File: config.mk
export PLATFORM = sky130hd
export DESIGN_NAME = ibus_dual_fetch_bridge_flat
export DESIGN_NICKNAME = d
export VERILOG_FILES = /design/src/rtl/ibus_dual_fetch_bridge_pkg.sv /design/src/rtl/ibus_dual_fetch_bridge_if.sv /design/src/rtl/ibus_dual_fetch_bridge_resp_collect.sv /design/src/rtl/ibus_dual_fetch_bridge.sv /design/src/flat_wrapper.sv
export SDC_FILE = /design/constraint.sdc
export NUM_CORES = 1
export LEC_CHECK = 0
export CORE_MARGIN = 1
export CORE_UTILIZATION = 44
export CTS_BUF_LIST = sky130_fd_sc_hd__clkbuf_4 sky130_fd_sc_hd__clkbuf_8
export DETAILED_ROUTE_END_ITERATION = 8
export HOLD_SLACK_MARGIN = 0.06
export PLACE_DENSITY = 0.8
export SYNTH_ARGS = -nofsm -noshare
export SYNTH_HDL_FRONTEND = slang
export SYNTH_SLANG_ARGS = --single-unit
File: constraint.sdc
create_clock -name clk -period 1.9 [get_ports clk]
set_input_delay 0.38 -clock clk [delete_from_list [all_inputs] [get_ports clk]]
set_output_delay 0.38 -clock clk [all_outputs]
set_load 0.005 [all_outputs]
File: src/rtl/ibus_dual_fetch_bridge_pkg.sv
// Shared types for the instruction-side dual-word fetch bridge.
// Bus bundles and bridge state encoding.
package ibus_dual_fetch_bridge_pkg;

    localparam logic [31:0] WORD_BYTES = 32'd4;

    typedef enum logic [2:0] {
        IB_IDLE,
        IB_REQ1,
        IB_REQ2,
        IB_WAIT,
        IB_DONE,
        IB_DRAIN
    } ibridge_state_t;

    typedef struct packed {
        logic        valid;
        logic [31:0] addr;
    } flex_bus_req_t;

    typedef struct packed {
        logic        addr_ok;
        logic        data_ok;
        logic [31:0] data_1;
        logic [31:0] data_2;
        logic        valid_2;
    } flex_bus_resp_t;

    function automatic logic [31:0] next_word(input logic [31:0] a);
        return a + WORD_BYTES;
    endfunction

endpackage

File: src/rtl/ibus_dual_fetch_bridge_if.sv
// Fetch-side request/response plus SRAM-like inst bus.
// slave = bridge view, master = fetch/memory view.
interface ibus_dual_fetch_bridge_if;
    import ibus_dual_fetch_bridge_pkg::*;

    flex_bus_req_t  ireq;
    flex_bus_resp_t iresp;
    logic           inst_req;
    logic [31:0]    inst_addr;
    logic           inst_addr_ok;
    logic           inst_data_ok;
    logic [31:0]    inst_rdata;

    modport slave (
        input  ireq,
        output iresp,
        output inst_req,
        output inst_addr,
        input  inst_addr_ok,
        input  inst_data_ok,
        input  inst_rdata
    );

    modport master (
        output ireq,
        input  iresp,
        input  inst_req,
        input  inst_addr,
        output inst_addr_ok,
        output inst_data_ok,
        output inst_rdata
    );

endinterface

File: src/rtl/ibus_dual_fetch_bridge_resp_collect.sv
// Outstanding-read counter and per-transaction response capture.
// Responses with nothing outstanding are dropped.
module ibus_resp_collect (
    input  logic        clk,
    input  logic        reset,
    input  logic        clear_i,
    input  logic        fire_i,
    input  logic        data_ok_i,
    input  logic        need2_i,
    input  logic [31:0] rdata_i,
    output logic [1:0]  pend_d_o,
    output logic [1:0]  cnt_d_o,
    output logic [31:0] data1_o,
    output logic [31:0] data2_o
);
    logic [1:0]  pend_q, pend_d;
    logic [1:0]  cnt_q, cnt_d;
    logic [31:0] d1_q, d1_d;
    logic [31:0] d2_q, d2_d;
    logic        take;

    assign take = data_ok_i && (pend_q != 2'd0);

    always_comb begin
        pend_d = pend_q;
        cnt_d  = cnt_q;
        d1_d   = d1_q;
        d2_d   = d2_q;
        if (fire_i && !take)
            pend_d = pend_q + 2'd1;
        else if (take && !fire_i)
            pend_d = pend_q - 2'd1;
        if (clear_i) begin
            cnt_d = 2'd0;
            d1_d  = 32'd0;
            d2_d  = 32'd0;
        end else if (take) begin
            if (cnt_q == 2'd0)
                d1_d = rdata_i;
            else if (cnt_q == 2'd1 && need2_i)
                d2_d = rdata_i;
            if (cnt_q != 2'd3)
                cnt_d = cnt_q + 2'd1;
        end
    end

    always_ff @(posedge clk) begin
        if (reset) begin
            pend_q <= 2'd0;
            cnt_q  <= 2'd0;
            d1_q   <= 32'd0;
            d2_q   <= 32'd0;
        end else begin
            pend_q <= pend_d;
            cnt_q  <= cnt_d;
            d1_q   <= d1_d;
            d2_q   <= d2_d;
        end
    end

    assign pend_d_o = pend_d;
    assign cnt_d_o  = cnt_d;
    assign data1_o  = d1_q;
    assign data2_o  = d2_q;

endmodule

File: src/rtl/ibus_dual_fetch_bridge.sv
// Fetch bridge: one request becomes one or two inst-bus reads,
// returned together; withdrawn requests drain their responses.
module ibus_dual_fetch_bridge
    import ibus_dual_fetch_bridge_pkg::*;
#(
    parameter int unsigned LINE_WORDS = 8,
    parameter bit          DUAL_EN    = 1'b1
) (
    input  logic                      clk,
    input  logic                      reset,
    ibus_dual_fetch_bridge_if.slave   bus
);
    localparam int unsigned IDXW = $clog2(LINE_WORDS);

    ibridge_state_t state_q, state_d;
    logic [31:0]    a_q, a_d;
    logic           need2_q, need2_d;
    logic           abort_q, abort_d;
    logic           need2_new;
    logic           accept;
    logic           req;
    logic [31:0]    req_addr;
    logic           fire;
    logic [1:0]     pend_d;
    logic [1:0]     cnt_d;
    logic [31:0]    data1, data2;
    flex_bus_resp_t resp;

    assign need2_new = DUAL_EN &&
        (bus.ireq.addr[2 +: IDXW] != IDXW'(LINE_WORDS - 1));
    assign fire = req && bus.inst_addr_ok;

    always_comb begin
        state_d  = state_q;
        a_d      = a_q;
        need2_d  = need2_q;
        abort_d  = abort_q;
        accept   = 1'b0;
        req      = 1'b0;
        req_addr = 32'd0;
        resp     = '0;
        unique case (state_q)
            IB_IDLE: begin
                if (bus.ireq.valid) begin
                    accept  = 1'b1;
                    a_d     = bus.ireq.addr;
                    need2_d = need2_new;
                    abort_d = 1'b0;
                    state_d = IB_REQ1;
                end
            end
            IB_REQ1: begin
                req      = 1'b1;
                req_addr = a_q;
                if (!bus.ireq.valid)
                    abort_d = 1'b1;
                if (bus.inst_addr_ok) begin
                    resp.addr_ok = 1'b1;
                    if (abort_q || !bus.ireq.valid)
                        state_d = IB_DRAIN;
                    else if (need2_q)
                        state_d = IB_REQ2;
                    else
                        state_d = IB_WAIT;
                end
            end
            IB_REQ2: begin
                req      = 1'b1;
                req_addr = next_word(a_q);
                if (!bus.ireq.valid)
                    abort_d = 1'b1;
                if (bus.inst_addr_ok)
                    state_d = (abort_q || !bus.ireq.valid) ?
                              IB_DRAIN : IB_WAIT;
            end
            IB_WAIT: begin
                // withdrawal wins over a completion in the same cycle
                if (!bus.ireq.valid)
                    state_d = IB_DRAIN;
                else if (cnt_d == (need2_q ? 2'd2 : 2'd1))
                    state_d = IB_DONE;
            end
            IB_DONE: begin
                resp.data_ok = 1'b1;
                resp.data_1  = data1;
                resp.data_2  = data2;
                resp.valid_2 = need2_q;
                state_d      = IB_IDLE;
            end
            IB_DRAIN: begin
                if (pend_d == 2'd0)
                    state_d = IB_IDLE;
            end
            default: state_d = IB_IDLE;
        endcase
    end

    always_ff @(posedge clk) begin
        if (reset) begin
            state_q <= IB_IDLE;
            a_q     <= 32'd0;
            need2_q <= 1'b0;
            abort_q <= 1'b0;
        end else begin
            state_q <= state_d;
            a_q     <= a_d;
            need2_q <= need2_d;
            abort_q <= abort_d;
        end
    end

    ibus_resp_collect u_collect (
        .clk       (clk),
        .reset     (reset),
        .clear_i   (accept),
        .fire_i    (fire),
        .data_ok_i (bus.inst_data_ok),
        .need2_i   (need2_q),
        .rdata_i   (bus.inst_rdata),
        .pend_d_o  (pend_d),
        .cnt_d_o   (cnt_d),
        .data1_o   (data1),
        .data2_o   (data2)
    );

    assign bus.inst_req  = req;
    assign bus.inst_addr = req_addr;
    assign bus.iresp     = resp;

endmodule

File: src/flat_wrapper.sv
// flat-port wrapper written by rule: the top's interface ports become plain ports
module ibus_dual_fetch_bridge_flat import ibus_dual_fetch_bridge_pkg::*;
#(
    parameter int unsigned LINE_WORDS = 8,
    parameter bit          DUAL_EN    = 1'b1
)
  (clk, reset, bus_ireq, bus_iresp, bus_inst_req, bus_inst_addr, bus_inst_addr_ok, bus_inst_data_ok, bus_inst_rdata);
  ibus_dual_fetch_bridge_if bus_i ();
  input  logic clk;
  input  logic reset;
  input wire logic [$bits(bus_i.ireq)-1:0] bus_ireq;
  output wire logic [$bits(bus_i.iresp)-1:0] bus_iresp;
  output wire logic [$bits(bus_i.inst_req)-1:0] bus_inst_req;
  output wire logic [$bits(bus_i.inst_addr)-1:0] bus_inst_addr;
  input wire logic [$bits(bus_i.inst_addr_ok)-1:0] bus_inst_addr_ok;
  input wire logic [$bits(bus_i.inst_data_ok)-1:0] bus_inst_data_ok;
  input wire logic [$bits(bus_i.inst_rdata)-1:0] bus_inst_rdata;
  assign bus_i.ireq = bus_ireq;
  assign bus_iresp = bus_i.iresp;
  assign bus_inst_req = bus_i.inst_req;
  assign bus_inst_addr = bus_i.inst_addr;
  assign bus_i.inst_addr_ok = bus_inst_addr_ok;
  assign bus_i.inst_data_ok = bus_inst_data_ok;
  assign bus_i.inst_rdata = bus_inst_rdata;
  ibus_dual_fetch_bridge #(.LINE_WORDS(LINE_WORDS), .DUAL_EN(DUAL_EN)) u_core (.clk(clk), .reset(reset), .bus(bus_i));
endmodule
==> reports/metrics.yaml, run 1 <==
status:
  status: "finished, violations left"
  violations: "DRC, setup timing"
floorplanning:
  dieArea_um2: 12500
  fp.dieW_um: 112
  rows: 39
  core-area_um2: 11600
  die-height_um: 112
  io_pins: 169
  start_util_pct: 45.9
clocking:
  clock-sinks: 105
  clk_pin_slew_ps: 110
  ctsHtreeMaxLevel: 3
  root_buffer: "clkbuf_8"
  cts_buffers: 9
  tritoncts: "done"
  insertion_delay_ps: 420
  cts.hold.buffers_added: 0
  clock_path_buffers: 2
sta:
  setup_violations: 203
  clock_skew_ps: 21.8
  finalMaxSlewViolations: 0
  finalWorstSetupSlack_ps: -835
  setup_tns_ps: -49650
  finalHoldViolCount: 0
  clock.fmax_mhz: 366
  relSlewSlack_pct: 68.3
  grt_setup_unrepaired: "yes"
  min_period_over_period_pct: 144
  worst_pin_slew_ps: 476
  finalCriticalPeriod_ps: 2730
worst_setup_path:
  cp_cell_sequence: "nand4_1, nor2_2, nand4_1, o311ai_4, o41ai_4, buf_2"
  r2r_start: "u_core.state_q[1]"
  startpoint_type: "register"
  arrival_ps: 2350
  cpMostUsedCell: "nand4_1"
  worstRegToRegCells: 11
  path_class: "register to primary output"
  startpoint: "u_core.a_q[18]"
  ff2ff_setup_slack_ps: -230
  setup.worst_path.end: "bus_inst_addr[28]"
  critPathCaptureType: "primary output"
  cp.required_ps: 1520
  critPathMaxStageDelay_ps: 460
  r2r_end: "u_core.a_q[18]"
  cp_max_fo: 3
  cpMaxStageDelayCell: "o311ai_4"
placement:
  port_buffers: 168
  post-place-cells: 1074
  place_congestion: 0.867
  hpwl_um: 12200
  pre_cts_ws_ps: -531
logic_synthesis:
  synth_edf_count: 0
  synth_area_um2: 5310
  yosys_warnings: 0
  syn-num-nets: 805
  yosysSeqAreaShare_pct: 39.6
  synth_top_cell_area_share_pct: 39.6
  syn-instance-count: 734
  synthTopCellsByCount: "215 x nand2_1, 110 x a21oi_1, 105 x dfxtp_1"
  synth.area.top_cells: "dfxtp_1 40%, nand2_1 15%, a21oi_1 10%, and3_1 8.3%, o21ai_0 3.5%"
  synth.most_common_cell: "nand2_1"
  synth_area_leader_cell: "dfxtp_1"
  synth.distinct_cells: 56
  syn_area_per_cell_um2: 7.23
  synth-seq-cells: 105
  ys.flop_type: "dfxtp_1"
  async_flop_share_pct: 0
grt:
  grt_first_pass_wirelength_um: 30900
  grt_use_total_pct: 30.6
  antenna_found_initial: 0
  first_global_vias: 6391
  grt-ovfl-total: 0
  grt_max_degree: 75
finish:
  multiInputGateArea_um2: 3680
  syn2layout_area_growth_pct: 83.3
  fill_cells: 593
  finalNonFillerCells: 1182
  drive_above_1_share_pct: 44.3
  diodes: 0
  finalNetCount: 1105
  post-route-util_pct: 84.1
  seqCellArea_um2: 2140
routing:
  drt-total-wl_um: 28200
  antenna_left: 0
  vias: 7746
  drc: 13
  via_per_inst: 6.55
  drtPass1Iterations: 9
  drtIter0Drc: 1259
  wl_per_cell_um: 23.9
flow_run:
  cap_violations: 0
pwr:
  pwr_density_cell_nw_per_um2: 826
  p_total_uw: 8040
  p_leak_uw: 0.00414
  vdd.ir_drop.worst_mv: 0.700
min_path:
  hold_path.class: "register to register"
[how the worst min path moves through the flow]
stage	slack (ps)	cells past startpoint	to	from
after floorplan	430	2	u_core.a_q[0]	u_core.a_q[0]
after global placement	440	2	u_core.u_collect.data2_o[17]	u_core.u_collect.data2_o[17]
after detailed placement	440	2	u_core.u_collect.data1_o[17]	u_core.u_collect.data1_o[17]
after CTS	460	2	u_core.u_collect.data1_o[17]	u_core.u_collect.data1_o[17]
after global routing	480	2	u_core.u_collect.data2_o[27]	u_core.u_collect.data2_o[27]
final	460	2	u_core.u_collect.data1_o[25]	u_core.u_collect.data1_o[25]
[report_power, final]
group / internal, uW / switching, uW
sequential: 2410 / 177
clock: 665 / 889
combinational: 1890 / 2000
total: 4970 / 3070
[cells in the final DEF, fill, tap and decap left out, types with 3 or more instances in the layout]
cell type / count
buf_2: 44
and2_4: 4
nand2_1: 211
and3_1: 37
a41oi_2: 3
clkbuf_8: 9
xnor2_1: 4
nor2_4: 4
buf_6: 85
nor2_1: 11
buf_8: 7
clkdlybuf4s50_1: 68
nand3_1: 12
clkbuf_2: 23
buf_4: 92
o21ai_1: 25
o21ai_2: 12
dfxtp_4: 6
clkbuf_16: 13
a21oi_4: 4
dfxtp_2: 14
a21oi_2: 38
a31oi_1: 7
nand4_1: 14
and3_4: 33
buf_12: 16
inv_1: 7
dfxtp_1: 85
nand2_4: 3
a21oi_1: 68
nand3_4: 3
[sequential cells by signal (all words and copies together), names as in the netlist]
name	count
u_core.u_collect.data1_o	32
u_core.u_collect.cnt_q	2
u_core.u_collect.pend_q	2
u_core.state_q	3
u_core.u_collect.data2_o	32
u_core.a_q	32
u_core.need2_q	1
u_core.abort_q	1
[critical path: cells and delay by family (launching register included)]
family                 cells  cell delay (ps)
buffers and inverters      1              150
and+or+nand+nor            3              820
DFF                        1              350
AOI/OAI and AO/OA          2              620
[final cells by class]
type / count / share of cell area [%]
clock buffers: 11 / 1.43
clock inverters: 5 / 0.720
repair buffers: 351 / 35.8
flip-flops and latches: 105 / 22.0
inverters: 7 / 0.270
multi-input cells: 560 / 37.9
well taps: 143 / 1.84
[per-layer routing]
metal	up-vias	global-route usage [%]	part of all wire [%]
met5	-	0	0
met4	0	13.2	6.8
met3	233	11.3	12
met2	743	53.9	48
met1	3627	32.8	34
li1	3143	-	-
[cells by family (layout without fill, tap and decap cells)]
logic type / after synthesis / count (layout) / share of synthesized area (%)
AOI/OAI and AO/OA: 187 / 187 / 19.7
xor gates and xnor gates: 6 / 6 / 0.990
adders and majority gates: 3 / 3 / 0.684
buffers and inverters: 69 / 374 / 5.52
DFF: 105 / 105 / 39.6
muxes: 2 / 2 / 0.401
and+or+nand+nor: 362 / 362 / 33.1
[repair_timing]
action,4_1_cts,5_1_grt
resized for setup,299,359
pin swaps,33,61
buffers inserted,24,56
setup endpoints to repair,109,168
gates cloned,3,19
[through the flow]
stage	hold slack [ps]	cell area, um^2
finish	464	9730
global placement	438	7770
floorplan	432	5360
detailed placement	443	7770
global route	481	9730
CTS	459	8380
Note: power is estimated with default switching activity, not from simulation.
==> run 2, diff against run 1 <==
--- a/config.mk
+++ b/config.mk
@@ -5,6 +5,7 @@
 export SDC_FILE = /design/constraint.sdc
 export NUM_CORES = 1
 export LEC_CHECK = 0
+export ABC_CLOCK_PERIOD_IN_PS = 1900
 export CORE_MARGIN = 1
 export CORE_UTILIZATION = 44
 export CTS_BUF_LIST = sky130_fd_sc_hd__clkbuf_4 sky130_fd_sc_hd__clkbuf_8
==> results of run 2 <==
The final DEF is identical to that of run 1; final timing and power are the same.
